File: config.mk
export PLATFORM = sky130hd
export DESIGN_NAME = vga_timing_gen
export DESIGN_NICKNAME = d
export VERILOG_FILES = /design/src/rtl/vga_timing_gen.sv
export SDC_FILE = /design/constraint.sdc
export NUM_CORES = 1
export LEC_CHECK = 0
export ABC_AREA = 1
export CAP_MARGIN = 20
export CORE_MARGIN = 2
export CORE_UTILIZATION = 45
export CTS_CLUSTER_DIAMETER = 40
export DETAILED_ROUTE_END_ITERATION = 12
export PLACE_DENSITY = 0.75
export SYNTH_ARGS = -nofsm -noshare
export SYNTH_HDL_FRONTEND = slang
export SYNTH_SLANG_ARGS = --single-unit
File: constraint.sdc
create_clock -name vga_clk -period 1.7 [get_ports vga_clk]
set_clock_uncertainty 0.15 [all_clocks]
set_input_delay 0.51 -clock vga_clk [delete_from_list [all_inputs] [get_ports vga_clk]]
set_output_delay 0.51 -clock vga_clk [all_outputs]
set_load 0.01 [all_outputs]
File: src/rtl/vga_timing_gen.sv
// VGA timing generator with parameterised geometry, run-time 1x/2x/4x source
// upscaling and sync/colour outputs aligned to a fixed-latency pixel source.
module vga_timing_gen #(
    parameter int H_DISPLAY = 640,
    parameter int H_FRONT   = 16,
    parameter int H_SYNC    = 96,
    parameter int H_BACK    = 48,
    parameter int V_DISPLAY = 480,
    parameter int V_FRONT   = 10,
    parameter int V_SYNC    = 2,
    parameter int V_BACK    = 33,
    parameter bit HSYNC_POL = 1'b0,
    parameter bit VSYNC_POL = 1'b0,
    parameter int PIX_W     = 16,
    parameter int PIPE_LAT  = 2,
    parameter int CNT_W     = 10
) (
    input  logic             vga_clk,
    input  logic             sys_rst,
    input  logic [1:0]       scale_mode,
    output logic             pix_req,
    output logic [CNT_W-1:0] pix_x,
    output logic [CNT_W-1:0] pix_y,
    input  logic [PIX_W-1:0] pix_data,
    output logic             hsync,
    output logic             vsync,
    output logic             rgb_valid,
    output logic [PIX_W-1:0] rgb,
    output logic             frame_start,
    output logic             line_start
);

    localparam int H_TOTAL = H_DISPLAY + H_FRONT + H_SYNC + H_BACK;
    localparam int V_TOTAL = V_DISPLAY + V_FRONT + V_SYNC + V_BACK;

    localparam logic [CNT_W-1:0] H_LAST     = CNT_W'(H_TOTAL - 1);
    localparam logic [CNT_W-1:0] V_LAST     = CNT_W'(V_TOTAL - 1);
    localparam logic [CNT_W-1:0] H_DISP_C   = CNT_W'(H_DISPLAY);
    localparam logic [CNT_W-1:0] V_DISP_C   = CNT_W'(V_DISPLAY);
    localparam logic [CNT_W-1:0] HS_FIRST   = CNT_W'(H_DISPLAY + H_FRONT);
    localparam logic [CNT_W-1:0] HS_FINAL   = CNT_W'(H_DISPLAY + H_FRONT + H_SYNC - 1);
    localparam logic [CNT_W-1:0] VS_FIRST   = CNT_W'(V_DISPLAY + V_FRONT);
    localparam logic [CNT_W-1:0] VS_FINAL   = CNT_W'(V_DISPLAY + V_FRONT + V_SYNC - 1);
    localparam logic [CNT_W-1:0] CNT_ZERO   = CNT_W'(0);
    localparam logic [CNT_W-1:0] CNT_ONE    = CNT_W'(1);
    localparam logic [CNT_W-1:0] CNT_ONES   = {CNT_W{1'b1}};
    localparam logic [PIX_W-1:0] PIX_ZERO   = {PIX_W{1'b0}};

    // Flag vector layout carried through the latency-matching delay line.
    localparam int FLAG_W = 5;
    localparam int F_ACT  = 4;
    localparam int F_HS   = 3;
    localparam int F_VS   = 2;
    localparam int F_FS   = 1;
    localparam int F_LS   = 0;
    localparam logic [FLAG_W-1:0] FLAGS_IDLE = 5'd0;

    logic [CNT_W-1:0]  h_cnt_r;
    logic [CNT_W-1:0]  v_cnt_r;
    logic [1:0]        mode_r;
    logic              h_last_s;
    logic              v_last_s;
    logic              active_s;
    logic              hs_cond_s;
    logic              vs_cond_s;
    logic              fs_flag_s;
    logic              ls_flag_s;
    logic [1:0]        shift_s;
    logic [CNT_W-1:0]  pix_x_s;
    logic [CNT_W-1:0]  pix_y_s;
    logic [FLAG_W-1:0] flags_s;
    logic [FLAG_W-1:0] dly_flags_s;

    logic              hsync_r;
    logic              vsync_r;
    logic              rgb_valid_r;
    logic [PIX_W-1:0]  rgb_r;
    logic              frame_start_r;
    logic              line_start_r;

    assign h_last_s = (h_cnt_r == H_LAST);
    assign v_last_s = (v_cnt_r == V_LAST);

    // Raster counters; the scale mode only changes on the last cycle of a frame.
    always_ff @(posedge vga_clk) begin
        if (sys_rst) begin
            h_cnt_r <= CNT_ZERO;
            v_cnt_r <= CNT_ZERO;
            mode_r  <= 2'd0;
        end else begin
            if (h_last_s) begin
                h_cnt_r <= CNT_ZERO;
                if (v_last_s) begin
                    v_cnt_r <= CNT_ZERO;
                end else begin
                    v_cnt_r <= v_cnt_r + CNT_ONE;
                end
            end else begin
                h_cnt_r <= h_cnt_r + CNT_ONE;
            end
            if (h_last_s && v_last_s) begin
                mode_r <= scale_mode;
            end else begin
                mode_r <= mode_r;
            end
        end
    end

    // Stage-0 decode: active area, sync windows, start markers, scaled coordinates.
    always_comb begin
        active_s  = 1'b0;
        hs_cond_s = 1'b0;
        vs_cond_s = 1'b0;
        fs_flag_s = 1'b0;
        ls_flag_s = 1'b0;
        shift_s   = 2'd0;
        pix_x_s   = CNT_ONES;
        pix_y_s   = CNT_ONES;

        active_s  = (h_cnt_r < H_DISP_C) && (v_cnt_r < V_DISP_C);
        hs_cond_s = (h_cnt_r >= HS_FIRST) && (h_cnt_r <= HS_FINAL);
        vs_cond_s = (v_cnt_r >= VS_FIRST) && (v_cnt_r <= VS_FINAL);
        fs_flag_s = (h_cnt_r == CNT_ZERO) && (v_cnt_r == CNT_ZERO);
        ls_flag_s = (h_cnt_r == CNT_ZERO) && (v_cnt_r < V_DISP_C);

        case (mode_r)
            2'd1:    shift_s = 2'd1;
            2'd2:    shift_s = 2'd2;
            default: shift_s = 2'd0;
        endcase

        if (active_s) begin
            pix_x_s = h_cnt_r >> shift_s;
            pix_y_s = v_cnt_r >> shift_s;
        end else begin
            pix_x_s = CNT_ONES;
            pix_y_s = CNT_ONES;
        end
    end

    assign pix_req = active_s;
    assign pix_x   = pix_x_s;
    assign pix_y   = pix_y_s;

    always_comb begin
        flags_s        = FLAGS_IDLE;
        flags_s[F_ACT] = active_s;
        flags_s[F_HS]  = hs_cond_s;
        flags_s[F_VS]  = vs_cond_s;
        flags_s[F_FS]  = fs_flag_s;
        flags_s[F_LS]  = ls_flag_s;
    end

    generate
        if (PIPE_LAT == 0) begin : g_no_delay
            assign dly_flags_s = flags_s;
        end else begin : g_delay
            logic [FLAG_W-1:0] dly_r [PIPE_LAT];

            // Shift register matching the pixel source read latency.
            always_ff @(posedge vga_clk) begin
                if (sys_rst) begin
                    for (int i = 0; i < PIPE_LAT; i++) begin
                        dly_r[i] <= FLAGS_IDLE;
                    end
                end else begin
                    dly_r[0] <= flags_s;
                    for (int i = 1; i < PIPE_LAT; i++) begin
                        dly_r[i] <= dly_r[i-1];
                    end
                end
            end

            assign dly_flags_s = dly_r[PIPE_LAT-1];
        end
    endgenerate

    // Output register: delayed flags are captured together with the fetched colour.
    always_ff @(posedge vga_clk) begin
        if (sys_rst) begin
            hsync_r       <= ~HSYNC_POL;
            vsync_r       <= ~VSYNC_POL;
            rgb_valid_r   <= 1'b0;
            rgb_r         <= PIX_ZERO;
            frame_start_r <= 1'b0;
            line_start_r  <= 1'b0;
        end else begin
            hsync_r       <= dly_flags_s[F_HS] ? HSYNC_POL : ~HSYNC_POL;
            vsync_r       <= dly_flags_s[F_VS] ? VSYNC_POL : ~VSYNC_POL;
            rgb_valid_r   <= dly_flags_s[F_ACT];
            rgb_r         <= dly_flags_s[F_ACT] ? pix_data : PIX_ZERO;
            frame_start_r <= dly_flags_s[F_FS];
            line_start_r  <= dly_flags_s[F_LS];
        end
    end

    assign hsync       = hsync_r;
    assign vsync       = vsync_r;
    assign rgb_valid   = rgb_valid_r;
    assign rgb         = rgb_r;
    assign frame_start = frame_start_r;
    assign line_start  = line_start_r;

endmodule

==> results of run 1 <==
## per-stage QoR
stage | setup TNS [ns] | setup slack [ns] | cells | total power [mW]
floorplan | -0.498 | -0.0636 | 379 | 1.38
detailed placement | -13.46 | -0.565 | 563 | 1.50
global route | -11.61 | -0.646 | 580 | 2.28
global placement | -12.90 | -0.545 | 563 | 1.50
finish | -9.93 | -0.567 | 580 | 2.17
CTS | -10.23 | -0.566 | 574 | 2.20
## worst max-delay path, stage by stage (launching register included)
cell and delay, ns:
dfxtp_4 0.38, nand2_2 0.06, inv_2 0.05, nor2_4 0.12, nand3_4 0.12, buf_6 0.15
buf_6 0.13, a21oi_2 0.10, o21ai_1 0.07, buf_2 0.14
## Yosys cell counts, drive strengths merged
library cell	n	area [um^2]
xor2	5	43.8
nand3	18	120
a21oi	27	146
buf	11	75.1
dfxtp	53	1060
nand2	81	355
nand4	7	43.8
inv	56	215
nor4	1	6.26
nor3	3	15.0
ha	5	62.6
nor2	62	292
clkbuf	7	27.5
clkinv	2	17.5
o31ai	1	7.51
o21ai	40	200
## sequential cells by signal, indices dropped and copies added, names as in the netlist, 2 cells and up
signal / flops
h_cnt_r: 10
v_cnt_r: 10
g_delay.dly_r: 10
rgb: 16
mode_r: 2
## timing repair
item                       in CTS  in global routing
hold buffers                    0                  0
setup endpoints to repair      42                 26
setup buffers                   3                  6
pin swaps                       4                  6
gates resized for setup       124                 20
cloned                          0                  0
## kinds of logic after synthesis
group,after synthesis,synth area share
simple gates,172,0.309
compound gates,68,0.132
fa+ha+maj,5,0.0233
flops,53,0.395
xor+xnor,5,0.0163
buf+inv,76,0.125
## power by group
group | internal, mW | switching [mW] | total [mW]
Combinational | 0.0975 | 0.0829 | 0.180
Clock | 0.293 | 0.418 | 0.711
Sequential | 1.27 | 0.00982 | 1.28
## final timing paths
kind	endpoint	slack, ns	start
max reg2reg	v_cnt_r[1]	0.09	v_cnt_r[7]
max	pix_y[6]	-0.57	h_cnt_r[9]
min	vsync	0.23	g_delay.dly_r[0][7]
min reg2reg	vsync	0.23	g_delay.dly_r[0][7]
## cells in the final DEF (no fill, tap or decap), types with 2 or more instances in the layout
cell / count
a21oi_1: 12
a21oi_2: 14
buf_12: 2
buf_2: 18
buf_4: 66
buf_6: 9
clkbuf_8: 5
clkdlybuf4s50_1: 19
clkinv_4: 2
dfxtp_1: 45
dfxtp_2: 6
dfxtp_4: 2
dlygate4sd2_1: 21
ha_1: 5
inv_1: 50
inv_2: 3
inv_4: 2
inv_6: 2
nand2_1: 71
nand2_2: 4
nand2_4: 5
nand3_1: 15
nand3_4: 2
nand4_1: 7
nor2_1: 52
nor2_2: 3
nor2_4: 6
nor3_1: 3
o21ai_0: 22
o21ai_1: 18
xor2_1: 5
## routing by layer
layer / share of wire / up-vias
met5: 0 / -
met4: 0.012 / 0
met3: 0.066 / 6
met2: 0.47 / 98
met1: 0.45 / 1213
li1: - / 1430
## final cells by class
cell class / count / area, um^2
Clock buffer: 5 / 68.8
Clock inverter: 3 / 21.3
Fill cell: 506 / 1870
Inverter: 58 / 238
Multi-Input combinational cell: 250 / 1370
Sequential cell: 53 / 1080
Tap cell: 75 / 93.8
Timing Repair Buffer: 136 / 1110
==> results by stage, run 1 <==
Final layout:
- The layout-stage area growth over the synthesis result is 47.9%.
- Once layout is complete, the utilization of the core stands at 0.680.
- The number of antenna diodes in the final layout is 0.
- The fraction of layout instances using a drive strength above 1 is 0.315.
- The post-route cell area is 3980 um^2.
- In the final design database the tool counted 529 nets.

Placement:
- The instance area at placement is 3820 um^2.
- The routability congestion estimate is 0.895.
- Input and output buffers added on the ports amount to 61.
- Detailed placement ended at an HPWL of 5.12 mm.

STA:
- The clock period minus final worst setup slack is 2.27 ns.
- The total count of max-transition violations in the final report is 0.
- At the pin with the least slew margin, the transition time is 0.372 ns.
- The normalized max-slew margin is 0.750.
- The final count of hold timing violations is 0.
- Setup violations remaining at the end of the flow were counted as 21.
- Setup repair after global routing could not meet its margin everywhere.
- Of the available clock period, the critical path in the final layout requires 1.33.
- The final worst-path setup slack is -0.567 ns.
- Final hold analysis gives a worst-case slack of 0.228 ns.
- The maximum clock rate is 441 MHz.

Clocking:
- Counting along the longest clock path gives a buffer depth of 2.
- Clock-pin slew was measured on the worst setup and hold paths at 0.10 ns.
- The total CTS buffers is 5.
- The buffer cell driving the clock tree root is clkbuf_8.
- The clock net sink count is 53.
- The clock insertion delay at the later pin of the skew report is 0.30 ns.
- The clock tree synthesis step divided the H-tree into 2 levels.
- The CTS tree is built.

Worst setup path:
- STA puts the critical path data required time at 1.04 ns.
- STA classifies the critical path endpoint as an output port.
- The kind of critical path is flip-flop to output port.
- The biggest fanout along the worst timing path is 5.
- The arrival time at the worst endpoint is 1.61 ns.
- The startpoint type of the worst setup path is a flip-flop.
- For the worst flop-to-flop path, the logic depth is 9.

Floorplanning:
- The die is 81.3 um tall.
- For this configuration, the core starts out at a cell density of 0.460.
- During I/O placement, the number of pins put on the boundary was 62.
- The die width is 81.3 um.
- The total number of placement rows is 28.
- In this run the standard cell core region covers 5850 um^2.
- The die covers 6610 um^2.

Global route:
- For this run, the total global-route usage over all layers was measured as 0.211.
- Summed over all layers, the global routing overflow is 0.
- The met2 routing resource usage after global routing is 0.339.
- The number of global-route vias before repair is 2,392.
- The first global-routing pass estimated 11.0 mm of wire.
- Entering global routing, the biggest net connects 18 pins.
- In the global route stage, met3 resource usage came out at 0.0422.
- The routing layer with the top usage in global route is met2.
- In the global route stage, met1 resource usage came out at 0.289.
- The number of antenna violations at the first check in global routing is 0.

Yosys:
- Synthesis inferred 53 register bits.
- The area of the mapped netlist is 2690 um^2.
- The synthesized area per cell is 7.09 um^2.
- The synthesized instance count is 379.
- The warning count from the yosys run is 0.
- The synthesized netlist contains 32 unique library cells.
- The share of the Yosys chip area taken by registers is 0.395.
- The number of nets in the synthesized netlist is 404.

Detailed routing:
- The total wirelength of the detailed-routed design is 6.98 mm.
- For this block, the initial DRC count from the detailed router was 111.
- The length of the first detailed-routing pass in iterations is 5.
- The vias per cell is 4.74.
- The DRC violation count after routing is 0.
- The per-cell routed wire length is 12.0 um.
- Summing over every cut layer, the via total after detailed routing is 2,747.
- The detail route stage leaves a number of antenna-violating nets equal to 0.

Pwr:
- The standby leakage power is 2.06 nW.
- The cell area power density is 545 nW/um^2.
- The maximum ir drop on the vdd rail is 353 uV.

Status:
- The final reports fail on negative setup slack.
- The flow ran to the end, but the final reports show violations.

Run:
- The number of maximum-capacitance violations is 0.

Worst hold path:
- Along the worst hold path, the cell count comes to 1.
- The class of the tightest hold or removal check is flip-flop to flip-flop.
No activity file was read; power rests on OpenSTA's default activity.
==> run 2: changes to the inputs <==
Settings changed: CAP_MARGIN 20 to 10, RECOVER_POWER set to 50.
==> results by stage, run 2 (synthesis results as in run 1) <==
Final layout:
- The number of antenna diodes in the final layout is 0.
- The layout-stage area growth over the synthesis result is 47.6%.
- After filler insertion, the fill cell instance count of the layout stands at 506.
- In the final design database the tool counted 529 nets.
- Leaving out fill and tap cells, the most frequent cell in the layout is nand2_1.
- The fraction of layout instances using a drive strength above 1 is 0.311.
- In the layout the commonest cells are nand2_1 (71), buf_4 (63), nor2_1 (52).
- Summing all multi-input logic gate instances after layout gives 1370 um^2.
- The register with the most flip-flops in the layout has 16 of them.
- The sequential cells in the finished layout cover a total of 1080 um^2.

Clocking:
- The clock net sink count is 53.
- The buffer depth of the longest clock path is 2.
- CTS built an H-tree with a depth of 2.
- In this run the clock root is driven by a clkbuf_8.
- Clock latency on the worst-skew pair, taken at its later pin, is 0.30 ns.
- TritonCTS built the clock tree.
- The total CTS buffers is 5.
- The clock transition time at the flip-flop clock pins of the worst setup and hold paths is 0.10 ns.

Global route:
- The global route total overflow is 0.
- The first global-routing pass estimated 11.0 mm of wire.
- The number of antenna violations at the first check in global routing is 0.
- For this run, the total global-route usage over all layers was measured as 0.211.
- Entering global routing, the biggest net connects 18 pins.
- The number of global-route vias before repair is 2,392.

Worst setup path:
- The startpoint type of the worst setup path is a flip-flop.
- In this run the worst path has a maximum fanout of 5.
- STA classifies the critical path endpoint as an output port.
- The critical path is of the flip-flop to output port type.
- The slack of the worst reg-to-reg path is 0.06 ns.
- STA puts the critical path data required time at 1.04 ns.
- At the worst endpoint, the arrival time is 1.62 ns.

Placement:
- Input and output buffers added on the ports amount to 61.
- The routability congestion estimate is 0.895.
- The total half-perimeter wirelength after legalization and detailed placement is 5.12 mm.
- OpenSTA, run right after detailed placement, puts the worst setup slack at -0.565 ns.

Pwr:
- Summed over all cells, the static leakage comes to 2.05 nW.
- Dividing total power by cell area gives a power density of 546 nW/um^2.
- The maximum ir drop on the vdd rail is 356 uV.

STA:
- In the finished design, the share of the clock period the worst path needs comes to 1.34.
- The total count of max-transition violations in the final report is 0.
- Setup repair after global routing could not meet its margin everywhere.
- The slew at the pin with the worst max-slew slack is 0.572 ns.
- The final count of hold timing violations came to 0.
- Setup violations remaining at the end of the flow were counted as 59.
- The final worst-path setup slack is -0.577 ns.
- The final hold slack is 0.228 ns.
- Counting I/O delays and the setup requirement, the final critical path takes 2.28 ns.
- Based on the critical path, the design can be clocked at up to 439 MHz.
- The normalized max-slew margin is 0.619.

Floorplanning:
- The total number of placement rows is 28.
- The effective utilization at floorplan is 0.460.
- The core region is 5850 um^2.
- The floorplan step defined a die boundary enclosing 6610 um^2.
- The top-level port count is 62.
- The die height is 81.3 um.
- The floorplan step set the die width to 81.3 um.

Run:
- Max-cap violations in this run came to 0.

Detailed routing:
- Once detail routing completed, the nets flagged for antenna violations numbered 0.
- The first detailed-routing pass ran for 5 iterations.
- After detailed routing, the average wire length per cell comes to 12.1 um.
- The detailed router's first-iteration violation count is 108.
- For this block, the routed nets add up to 7.02 mm of wire.
- The routed via count is 2,765.
- The vias per cell is 4.77.
- In the routed design, unresolved DRC markers number 0.

Worst hold path:
- The class of the tightest hold or removal check is flip-flop to flip-flop.

Status:
- The flow ran to the end, but the final reports show violations.
- The checks that failed: negative setup slack.
==> run 2: cell types whose count changed in the layout (fill, tap and decap cells not counted) <==
| cell | previous run | this run |
|---|---|---|
| buf_4 | 66 | 63 |
| clkdlybuf4s50_1 | 19 | 18 |
| clkbuf_1 | 0 | 2 |
| clkbuf_4 | 0 | 1 |
| dlygate4sd3_1 | 0 | 1 |
==> run 2: path summary, 6_finish.rpt <==
path	from	endpoint	cells past startpoint
worst max-delay path	h_cnt_r[9]	pix_y[6]	9
worst min-delay path	g_delay.dly_r[0][7]	vsync	1
worst max register to register	h_cnt_r[0]	v_cnt_r[8]	10
worst min register to register	g_delay.dly_r[0][7]	vsync	1
==> run 2: metrics by stage <==
stage          power, mW  cell area [um^2]  setup TNS [ns]   util  instances
2_1_floorplan       1.38              2720          -0.498      -        379
6_report            2.17              3970          -17.54  0.678        580
5_1_grt             2.28              3970          -21.02  0.678        580
3_5_place_dp        1.50              3820          -13.46  0.654        563
4_1_cts             2.20              3920          -10.23  0.670        574
3_3_place_gp        1.50              3820          -12.90  0.654        563
==> run 2: layout make-up <==
type,instances,share of cell area
Sequential cell,53,0.271
Clock inverter,3,0.00536
Timing Repair Buffer,136,0.277
Multi-Input combinational cell,250,0.346
Tap cell,75,0.0236
Inverter,58,0.0599
Clock buffer,5,0.0173
==> run 2: what timing repair did <==
action	4_1_cts	5_1_grt
setup buffers	3	6
setup endpoints to repair	42	26
pin swaps	4	6
gates resized for setup	124	20
hold buffers	0	0
endpoints found under the hold margin	0	0
==> run 2: report_power, final <==
group	total (mW)	switching, mW	internal [mW]
clock	0.712	0.419	0.293
combinational	0.178	0.0831	0.0947
sequential	1.28	0.00978	1.27
==> run 2: metal layers <==
metal | share of wire | up-vias | track usage
met5 | 0 | - | 0
met4 | 0.012 | 0 | 0.0525
met3 | 0.062 | 8 | 0.0422
met2 | 0.47 | 96 | 0.339
met1 | 0.46 | 1231 | 0.289
li1 | - | 1430 | -
==> run 2: critical path, stage by stage (launching register included) <==
cell and delay, ns:
dfxtp_4 0.38, nand2_2 0.06, inv_2 0.05, nor2_4 0.12, nand3_4 0.12, buf_6 0.15, buf_6 0.13, a21oi_2 0.10
o21ai_1 0.07, buf_2 0.14
